## config.mk

```make
export PLATFORM = sky130hd
export DESIGN_NAME = d_phy_slave_adapter_layer_flat
export DESIGN_NICKNAME = d
export VERILOG_FILES = /design/src/rtl/d_phy_slave_adapter_layer_if.sv /design/src/rtl/d_phy_slave_adapter_layer.sv /design/src/flat_wrapper.sv
export SDC_FILE = /design/constraint.sdc
export NUM_CORES = 1
export LEC_CHECK = 0
export CORE_MARGIN = 8
export CORE_UTILIZATION = 50
export CTS_CLUSTER_DIAMETER = 200
export DETAILED_ROUTE_END_ITERATION = 10
export GPL_TIMING_DRIVEN = 0
export PLACE_DENSITY = 0.77
export SKIP_LAST_GASP = 1
export SYNTH_ARGS = -nofsm -noshare
export SYNTH_HDL_FRONTEND = slang
export SYNTH_SLANG_ARGS = --single-unit
```

## constraint.sdc

```tcl
create_clock -name hs_clk -period 5.55 [get_ports hs_clk]
set_input_delay 0.555 -clock hs_clk [delete_from_list [all_inputs] [get_ports hs_clk]]
set_output_delay 0.555 -clock hs_clk [all_outputs]
set_load 0.005 [all_outputs]
```

## src/rtl/d_phy_slave_adapter_layer_if.sv

```systemverilog
// Receiver FIFO write port between the D-PHY slave adapter and the CSI slave protocol layer.
// master = adapter (writer), slave = FIFO side.
interface d_phy_slave_adapter_layer_if;
    logic       wr;
    logic [7:0] data;
    logic       sop;
    logic       eop;
    logic       full;

    modport master (output wr, data, sop, eop, input full);
    modport slave  (input wr, data, sop, eop, output full);
endinterface

```

## src/rtl/d_phy_slave_adapter_layer.sv

```systemverilog
// Single-lane D-PHY receive adapter: follows LP entry into HS, finds the sync byte,
// deserialises one CSI packet framed by its word count and writes it into the receiver FIFO.
module d_phy_slave_adapter_layer #(
    parameter int unsigned T_HS_SETTLE  = 8,
    parameter int unsigned SYNC_TIMEOUT = 64,
    parameter logic [7:0]  SYNC_BYTE    = 8'hB8
) (
    input  logic                               hs_clk,
    input  logic                               rst,
    input  logic                               enable_i,
    input  logic                               lp_dp_i,
    input  logic                               lp_dn_i,
    input  logic                               hs_d_i,
    d_phy_slave_adapter_layer_if.master        fifo,
    output logic                               rx_active_o,
    output logic                               err_sync_o,
    output logic                               err_short_o,
    output logic                               err_ovf_o
);

    localparam int unsigned CntW = 16;

    typedef enum logic [2:0] {
        StStop, StHsRqst, StHsSettle, StSync, StHdr, StPayload, StTrail
    } state_e;

    state_e          state_q, state_d;
    logic [CntW-1:0] cnt_q, cnt_d;
    // Only the 7 most recent bits are kept; the incoming bit completes the byte.
    logic [6:0]      hist_q, hist_d;
    logic [5:0]      dt_q, dt_d;
    logic [7:0]      wc_lo_q, wc_lo_d;
    logic [16:0]     rem_q, rem_d;
    logic            wr_q, wr_d, sop_q, sop_d, eop_q, eop_d, rx_q, rx_d;
    logic [7:0]      data_q, data_d;
    logic            esync_q, esync_d, eshort_q, eshort_d, eovf_q, eovf_d;

    logic [7:0] shifted;
    logic [1:0] lp;
    logic       lp_stop, byte_done, emit, emit_sop, emit_eop;

    always_comb begin
        state_d  = state_q;
        cnt_d    = cnt_q;
        hist_d   = hist_q;
        dt_d     = dt_q;
        wc_lo_d  = wc_lo_q;
        rem_d    = rem_q;
        wr_d     = 1'b0;
        data_d   = data_q;
        sop_d    = 1'b0;
        eop_d    = 1'b0;
        esync_d  = 1'b0;
        eshort_d = 1'b0;
        eovf_d   = 1'b0;
        emit     = 1'b0;
        emit_sop = 1'b0;
        emit_eop = 1'b0;

        shifted   = {hs_d_i, hist_q};
        lp        = {lp_dp_i, lp_dn_i};
        lp_stop   = (lp == 2'b11);
        byte_done = (cnt_q[2:0] == 3'd7);

        unique case (state_q)
            StStop: begin
                if (lp == 2'b01 && enable_i) state_d = StHsRqst;
            end
            StHsRqst: begin
                if (lp == 2'b00) begin
                    state_d = StHsSettle;
                    cnt_d   = '0;
                end else if (lp_dp_i) begin
                    state_d = StStop;
                end
            end
            StHsSettle: begin
                if (lp_stop) begin
                    state_d = StStop;
                end else if (cnt_q == CntW'(T_HS_SETTLE - 1)) begin
                    state_d = StSync;
                    cnt_d   = '0;
                    hist_d  = '0;
                end else begin
                    cnt_d = cnt_q + 1'b1;
                end
            end
            StSync: begin
                if (lp_stop) begin
                    state_d = StStop;
                end else begin
                    hist_d = shifted[7:1];
                    cnt_d  = cnt_q + 1'b1;
                    if (shifted == SYNC_BYTE) begin
                        state_d = StHdr;
                        cnt_d   = '0;
                    end else if (cnt_q == CntW'(SYNC_TIMEOUT - 1)) begin
                        esync_d = 1'b1;
                        state_d = StTrail;
                    end
                end
            end
            StHdr: begin
                if (lp_stop) begin
                    state_d  = StStop;
                    eshort_d = 1'b1;
                end else begin
                    hist_d = shifted[7:1];
                    cnt_d  = cnt_q + 1'b1;
                    if (byte_done) begin
                        emit     = 1'b1;
                        emit_sop = (cnt_q[4:3] == 2'd0);
                        case (cnt_q[4:3])
                            2'd0: dt_d    = shifted[5:0];
                            2'd1: wc_lo_d = shifted;
                            // Payload bytes plus the two CRC bytes.
                            2'd2: rem_d   = {1'b0, shifted, wc_lo_q} + 17'd2;
                            default: begin
                                if (dt_q < 6'h10) begin
                                    emit_eop = 1'b1;
                                    state_d  = StTrail;
                                end else begin
                                    state_d = StPayload;
                                    cnt_d   = '0;
                                end
                            end
                        endcase
                    end
                end
            end
            StPayload: begin
                if (lp_stop) begin
                    state_d  = StStop;
                    eshort_d = 1'b1;
                end else begin
                    hist_d = shifted[7:1];
                    cnt_d  = cnt_q + 1'b1;
                    if (byte_done) begin
                        emit  = 1'b1;
                        rem_d = rem_q - 1'b1;
                        if (rem_q == 17'd1) begin
                            emit_eop = 1'b1;
                            state_d  = StTrail;
                        end
                    end
                end
            end
            StTrail: begin
                if (lp_stop) state_d = StStop;
            end
            default: state_d = StStop;
        endcase

        // A full FIFO drops the byte (and any marker it carried); framing carries on.
        if (emit) begin
            if (fifo.full) begin
                eovf_d = 1'b1;
            end else begin
                wr_d   = 1'b1;
                data_d = shifted;
                sop_d  = emit_sop;
                eop_d  = emit_eop;
            end
        end

        rx_d = (state_d == StHdr) || (state_d == StPayload);
    end

    always_ff @(posedge hs_clk or posedge rst) begin
        if (rst) begin
            state_q  <= StStop;
            cnt_q    <= '0;
            hist_q   <= '0;
            dt_q     <= '0;
            wc_lo_q  <= '0;
            rem_q    <= '0;
            wr_q     <= 1'b0;
            data_q   <= 8'h00;
            sop_q    <= 1'b0;
            eop_q    <= 1'b0;
            rx_q     <= 1'b0;
            esync_q  <= 1'b0;
            eshort_q <= 1'b0;
            eovf_q   <= 1'b0;
        end else begin
            state_q  <= state_d;
            cnt_q    <= cnt_d;
            hist_q   <= hist_d;
            dt_q     <= dt_d;
            wc_lo_q  <= wc_lo_d;
            rem_q    <= rem_d;
            wr_q     <= wr_d;
            data_q   <= data_d;
            sop_q    <= sop_d;
            eop_q    <= eop_d;
            rx_q     <= rx_d;
            esync_q  <= esync_d;
            eshort_q <= eshort_d;
            eovf_q   <= eovf_d;
        end
    end

    assign fifo.wr     = wr_q;
    assign fifo.data   = data_q;
    assign fifo.sop    = sop_q;
    assign fifo.eop    = eop_q;
    assign rx_active_o = rx_q;
    assign err_sync_o  = esync_q;
    assign err_short_o = eshort_q;
    assign err_ovf_o   = eovf_q;

endmodule

```

## src/flat_wrapper.sv

```systemverilog
// flat-port wrapper written by rule: the top's interface ports become plain ports
module d_phy_slave_adapter_layer_flat 
#(
    parameter int unsigned T_HS_SETTLE  = 8,
    parameter int unsigned SYNC_TIMEOUT = 64,
    parameter logic [7:0]  SYNC_BYTE    = 8'hB8
)
  (hs_clk, rst, enable_i, lp_dp_i, lp_dn_i, hs_d_i, rx_active_o, err_sync_o, err_short_o, err_ovf_o, fifo_wr, fifo_data, fifo_sop, fifo_eop, fifo_full);
  d_phy_slave_adapter_layer_if fifo_i ();
  input  logic hs_clk;
  input  logic rst;
  input  logic enable_i;
  input  logic lp_dp_i;
  input  logic lp_dn_i;
  input  logic hs_d_i;
  output logic rx_active_o;
  output logic err_sync_o;
  output logic err_short_o;
  output logic err_ovf_o;
  output wire logic [$bits(fifo_i.wr)-1:0] fifo_wr;
  output wire logic [$bits(fifo_i.data)-1:0] fifo_data;
  output wire logic [$bits(fifo_i.sop)-1:0] fifo_sop;
  output wire logic [$bits(fifo_i.eop)-1:0] fifo_eop;
  input wire logic [$bits(fifo_i.full)-1:0] fifo_full;
  assign fifo_wr = fifo_i.wr;
  assign fifo_data = fifo_i.data;
  assign fifo_sop = fifo_i.sop;
  assign fifo_eop = fifo_i.eop;
  assign fifo_i.full = fifo_full;
  d_phy_slave_adapter_layer #(.T_HS_SETTLE(T_HS_SETTLE), .SYNC_TIMEOUT(SYNC_TIMEOUT), .SYNC_BYTE(SYNC_BYTE)) u_core (.hs_clk(hs_clk), .rst(rst), .enable_i(enable_i), .lp_dp_i(lp_dp_i), .lp_dn_i(lp_dn_i), .hs_d_i(hs_d_i), .fifo(fifo_i), .rx_active_o(rx_active_o), .err_sync_o(err_sync_o), .err_short_o(err_short_o), .err_ovf_o(err_ovf_o));
endmodule
```

==> results.toml, run 1 <==
[outcome]
status = "finished, final reports clean"

[sta]
clock.fmax_mhz = 389.5
hold_violations = 0
fin_setup_tns_ns = 0
fin_crit_sh_pct = 46.26
drv_slew = 0
maxSlewHeadroom_pct = 44.34
fin_crit_ns = 2.567
setup_viol = 0
whs_ns = 0.4877
worstMarginPinSlew_ns = 0.8349
rsz0062_at_grt = "no"
skew_ns = 0.01576

[power]
ir_worst_vdd_v = 0.0001240
power.density_nw_per_um2 = 217.9
leakagePower_nw = 1.855

[finish]
drive_gt1_share_pct = 12.34
fill_cells = 670
final_area_um2 = 4444
diodes = 0
fin_cells = 564
utilization_pct = 58.12
final_common_cell = "dfrtp_1"
layout.nets = 470
areaGrowthSynthToFinish_pct = 13.81
final_cell_mix = "dfrtp_1, nand2_1, o21ai_0"

[cts]
post_cts_resized = 0
root_buffer = "clkbuf_8"
clock_latency_ns = 0.35
cts.sinks = 68
cts_buffers = 9
cts-htree-levels = 3
ctsHoldBuffers = 0
cts_tree = "built"
clk_pin_slew_ns = 0.08
clockBufferDepth = 2
post_cts_buffers = 0

[synthesis]
synth_area_per_cell_um2 = 9.188
synth_edf_count = 0
yosys_most_used_dff = "dfrtp_1"
syn_inst = 425
ys_types = 62
async_reset_ff_share_pct = 100.0
ys_seq_area_share_pct = 43.58
yosysWarnings = 0
synthesis.nets = 438
ys_ff_latch = 68
synth_area_um2 = 3905

[worst_setup_path]
crit_arrival_ns = 2.78
cp_max_fo = 10
path_class = "reg -> reg"
slowest_stage = "dfrtp_1"
cp_cell_sequence = "ha_1, ha_1, o21ai_0, o31ai_1, o211ai_1, a21oi_1, buf_2, a21oi_1"
crit_path_start_kind = "register"
max_stage_delay_ns = 0.44
crit_required_ns = 5.76
cp_top_family = "compound AO/OA/AOI/OAI gates"
end_kind = "register"
cp_num_buf_inv = 1

[placement]
dpl.hpwl_um = 6746
io_buffers = 21
gp_congestion = 0.8636
placedInstanceArea_um2 = 4245
placed_cells = 548

[detailed_routing]
finalWirelength_um = 9682
drt_drc_violations_left = 0
firstDrtPassIters = 5
drt-initial-drc-count = 284
vias = 3456
antenna_left = 0
vias_per_cell = 6.128
wl_per_cell_um = 17.17

[floorplan]
coreArea_um2 = 7647
fp.dieW_um = 104.4
rows = 32
io_pins = 22
chipHeight_um = 104.4
dieArea_um2 = 10890
start_util_pct = 51.06

[grt]
grt_usage_pct = 17.88
gr-total-overflow = 0
grt_pass1_wl_um = 16370
grt_start_max_net_pins = 69
grt_pass1_vias = 3384
antenna_found_initial = 0

[job]
max_cap_viol_count = 0

[worst_hold_path]
hold_path.class = "reg -> reg"
==> stage by stage <==
step	setup slack [ns]	total power, mW
floorplan	3.283	0.5476
global placement	2.098	0.5655
detailed placement	2.840	0.5668
CTS	3.037	0.9758
global route	2.771	0.9995
finish	2.983	0.9685
==> worst reg2reg max path, delay by kind of cell, from the launching register on <==
kind	cells	cell delay, ns
compound gates	5	1.06
fa+ha+maj	2	0.68
flops	1	0.44
buf+inv	1	0.25
==> flip-flops by register name (all words and copies together), names as in the netlist <==
name	flops
u_core.state_q	3
u_core.rx_active_o	1
u_core.fifo.eop	1
u_core.dt_q	2
u_core.err_short_o	1
u_core.cnt_q	16
u_core.fifo.wr	1
u_core.wc_lo_q	8
u_core.err_sync_o	1
u_core.fifo.sop	1
u_core.err_ovf_o	1
u_core.rem_q	17
u_core.hist_q	7
u_core.fifo.data	8
==> synth_stat cells, drive strengths merged (2+ instances only) <==
cell type | n | area share, %
dfrtp | 68 | 44
nand2 | 42 | 4.1
o21ai | 36 | 4.6
a21oi | 31 | 4.0
nor2 | 20 | 2.1
inv | 17 | 1.6
nand3 | 17 | 2.3
nor3 | 17 | 2.2
mux2 | 16 | 4.6
buf | 13 | 2.3
clkbuf | 12 | 1.2
nand4 | 12 | 1.9
or4 | 12 | 2.4
o31ai | 11 | 2.1
nor4 | 9 | 1.4
ha | 6 | 1.9
nand2b | 6 | 0.96
xor2 | 6 | 1.3
and3 | 5 | 0.80
and4 | 5 | 1.1
nor4b | 5 | 1.1
xnor2 | 5 | 1.1
a22o | 4 | 0.90
o211ai | 4 | 1.0
a21boi | 3 | 0.58
a22oi | 3 | 0.58
a31oi | 3 | 0.48
nor2b | 3 | 0.48
a211oi | 2 | 0.38
a221o | 2 | 0.51
a31o | 2 | 0.45
and2 | 2 | 0.32
nand4b | 2 | 0.45
o21a | 2 | 0.38
o21bai | 2 | 0.38
o32ai | 2 | 0.45
or3 | 2 | 0.32
or4b | 2 | 0.51
==> report_power, final <==
group | switching (mW) | total [mW] | internal [mW]
clock | 0.202 | 0.411 | 0.210
combinational | 0.0399 | 0.0587 | 0.0188
sequential | 0.00175 | 0.498 | 0.497
total | 0.243 | 0.968 | 0.725
==> kinds of logic after synthesis <==
| group | Yosys count | share of synthesized area, % |
|---|---|---|
| compound gates | 116 | 18.78 |
| buf+inv | 42 | 5.062 |
| mux | 17 | 4.870 |
| xor+xnor | 11 | 2.467 |
| fa+ha+maj | 6 | 1.922 |
| simple gates | 165 | 23.33 |
| flops | 68 | 43.58 |
==> worst paths after layout <==
check / slack [ns] / cells past startpoint / start / to
setup / recovery: 2.98 / 8 / u_core.cnt_q[1] / u_core.cnt_q[13]
hold / removal: 0.49 / 2 / u_core.fifo.data[6] / u_core.fifo.data[6]
setup reg to reg: 2.98 / 8 / u_core.cnt_q[1] / u_core.cnt_q[13]
hold reg to reg: 0.49 / 2 / u_core.fifo.data[6] / u_core.fifo.data[6]
max in group asynchronous: 4.27 / 2 / rst / u_core.cnt_q[5]
min in group asynchronous: 0.73 / 2 / rst / u_core.err_short_o
==> routing by layer <==
| layer | part of all wire [%] | global-route usage (%) |
|---|---|---|
| met2 | 46 | 27.55 |
| met4 | 1.5 | 6.308 |
| met5 | 0 | 0 |
| met3 | 6.3 | 3.222 |
| met1 | 46 | 24.48 |
==> cell type report <==
type                       count  area [um2]  share of cell area, %
inverter                      17       66.31                  1.492
sequential                    68        1702                  38.29
buffer                        25       133.9                  3.012
timing repair buffer          21       210.2                  4.730
tap                          102       127.6                  2.872
clock inverter                 7       75.07                  1.689
multi-input combinational    315        2006                  45.13
clock buffer                   9       123.9                  2.787
Power figures use the tool's default switching activity.
==> run 2: changes to the inputs <==
--- a/config.mk
+++ b/config.mk
@@ -10,7 +10,7 @@
 export CTS_CLUSTER_DIAMETER = 200
 export DETAILED_ROUTE_END_ITERATION = 10
 export GPL_TIMING_DRIVEN = 0
-export PLACE_DENSITY = 0.77
+export PLACE_DENSITY = 0.79
 export SKIP_LAST_GASP = 1
 export SYNTH_ARGS = -nofsm -noshare
 export SYNTH_HDL_FRONTEND = slang
==> constraint.sdc (replaced) <==
create_clock -name hs_clk -period 2.2 [get_ports hs_clk]
set_input_delay 0.22 -clock hs_clk [delete_from_list [all_inputs] [get_ports hs_clk]]
set_output_delay 0.22 -clock hs_clk [all_outputs]
set_load 0.005 [all_outputs]
==> run 2 against run 1 <==
Compared with the run above: clock power rose to 2.7 times the previous value; first-iteration DRC count down 21%; count of clock-buffer cells in the layout increased by 4; maximum frequency rose by 18%; global-route usage increased by 0.54 points; flip-flop and latch count did not move; die area stayed put; clock skew fell by 0.0098 ns.
==> results.toml, run 2 (synthesis results as in run 1) <==
[outcome]
status = "finished, final reports clean"

[sta]
clock.fmax_mhz = 458.2
rsz0062_at_grt = "yes"
fin_setup_tns_ns = 0
fin_crit_sh_pct = 99.20
worstMarginPinSlew_ns = 0.8451
skew_ns = 0.005940
fin_crit_ns = 2.182
setup_viol = 0
drv_slew = 0
hold_violations = 0
maxSlewHeadroom_pct = 43.66

[cts]
clock_latency_ns = 0.34
cts_tree = "built"
clockBufferDepth = 2
cts_buffers = 9
cts-htree-levels = 3
root_buffer = "clkbuf_8"
clk_pin_slew_ns = 0.07
cts.sinks = 68
ctsHoldBuffers = 0

[floorplan]
coreArea_um2 = 7647
dieArea_um2 = 10890
rows = 32
chipHeight_um = 104.4
io_pins = 22
start_util_pct = 51.06
fp.dieW_um = 104.4

[finish]
layout.nets = 477
largest_registers = "u_core.rem_q (17), u_core.cnt_q (16)"
utilization_pct = 60.54
final_cell_mix = "dfrtp_1, nand2_1, o21ai_0"
areaGrowthSynthToFinish_pct = 18.55
largest_register_ffs = 17
diodes = 0
final_common_cell = "dfrtp_1"
top_register = "u_core.rem_q"
multiInputGateArea_um2 = 2102
fill_cells = 630
drive_gt1_share_pct = 18.12
final_area_um2 = 4629
regArea_um2 = 1707

[detailed_routing]
wl_per_cell_um = 17.40
firstDrtPassIters = 4
drt_drc_violations_left = 0
finalWirelength_um = 9933
vias_per_cell = 6.075
drt-initial-drc-count = 224
vias = 3469
antenna_left = 0

[job]
max_cap_viol_count = 0

[power]
power.density_nw_per_um2 = 550.7
leakagePower_nw = 1.900
ir_worst_vdd_v = 0.0003099

[worst_hold_path]
hold_path.class = "in -> async"

[worst_setup_path]
end_kind = "register"
crit_required_ns = 2.48
path_class = "reg -> reg"
crit_arrival_ns = 2.46
cp_max_fo = 9
crit_path_start_kind = "register"

[placement]
gp_congestion = 0.8500
dpl.hpwl_um = 6720
placedInstanceArea_um2 = 4245
io_buffers = 21

[grt]
grt_pass1_wl_um = 16730
grt_usage_pct = 18.42
antenna_found_initial = 0
grt_start_max_net_pins = 69
gr-total-overflow = 0
grt_pass1_vias = 3432
==> run 2: cell types whose count changed in the layout (fill, tap and decap cells not counted), moves of 4 or more <==
cell,delta
dfrtp_1,-4
clkbuf_8,+4
buf_4,+7
dfrtp_2,+4
==> run 2: through the flow <==
step	setup WS [ns]	total power, mW	hold WS, ns	std cells
2_1_floorplan	0.1644	1.381	0.3471	425
3_3_place_gp	-0.8735	1.423	0.4689	548
3_5_place_dp	-0.3674	1.429	0.4745	548
4_1_cts	-0.01011	2.547	0.4400	568
5_1_grt	-0.07969	2.626	0.4652	571
6_report	0.01761	2.549	0.3947	571
==> run 2: final timing paths <==
kind	startpoint	end	slack, ns	cells after the start
min	rst	u_core.state_q[2]	0.39	2
max in group asynchronous	rst	u_core.hist_q[0]	1.19	2
max	u_core.state_q[1]	u_core.cnt_q[11]	0.02	8
min reg2reg	u_core.fifo.data[2]	u_core.fifo.data[2]	0.48	2
min in group hs_clk	fifo_full	u_core.err_ovf_o	0.46	3
max reg2reg	u_core.state_q[1]	u_core.cnt_q[11]	0.02	8
==> run 2: report_power, final <==
part / internal (mW) / switching (mW) / leakage [nW]
logic: 0.0565 / 0.107 / 0.856
clock network: 0.646 / 0.482 / 0.112
registers: 1.25 / 0.00432 / 0.932
total: 1.96 / 0.594 / 1.90
==> run 2: what timing repair did <==
action,CTS,global route
setup buffers,4,3
endpoints found under the setup margin,45,45
pin swaps,2,1
gates cloned,0,0
gates resized for setup,8,20
==> run 2: final cells by class <==
class	count	share of cell area (%)
repair buffers	28	5.676
clock inverters	3	0.9189
flip-flops and latches	68	36.86
clock buffers	13	3.865
plain buffers	25	3.081
multi-input cells	315	45.41
well taps	102	2.757
inverters	17	1.432
==> run 2: metal layers <==
metal	wire (um)	share of wire (%)	global-route usage, %
met1	4379	44	22.43
met4	198	2.0	6.825
met2	4872	49	30.92
met3	483	4.9	4.213
met5	0	0	0
==> run 2: worst max-delay path, cell delays in order (launching register included) <==
cell and delay, ns:
dfrtp_1 0.36, buf_2 0.16, inv_1 0.10, ha_2 0.31
a22oi_1 0.21, nand3_2 0.13, buf_4 0.17, or4_1 0.52
a21oi_2 0.16
==> run 3: changes to the inputs <==
--- a/config.mk
+++ b/config.mk
@@ -5,9 +5,9 @@
 export SDC_FILE = /design/constraint.sdc
 export NUM_CORES = 1
 export LEC_CHECK = 0
+export ABC_CLOCK_PERIOD_IN_PS = 2200
 export CORE_MARGIN = 8
 export CORE_UTILIZATION = 50
-export CTS_CLUSTER_DIAMETER = 200
 export DETAILED_ROUTE_END_ITERATION = 10
 export GPL_TIMING_DRIVEN = 0
 export PLACE_DENSITY = 0.79
==> results of run 3 <==
Final layout, timing and power as in run 2 (identical DEF).
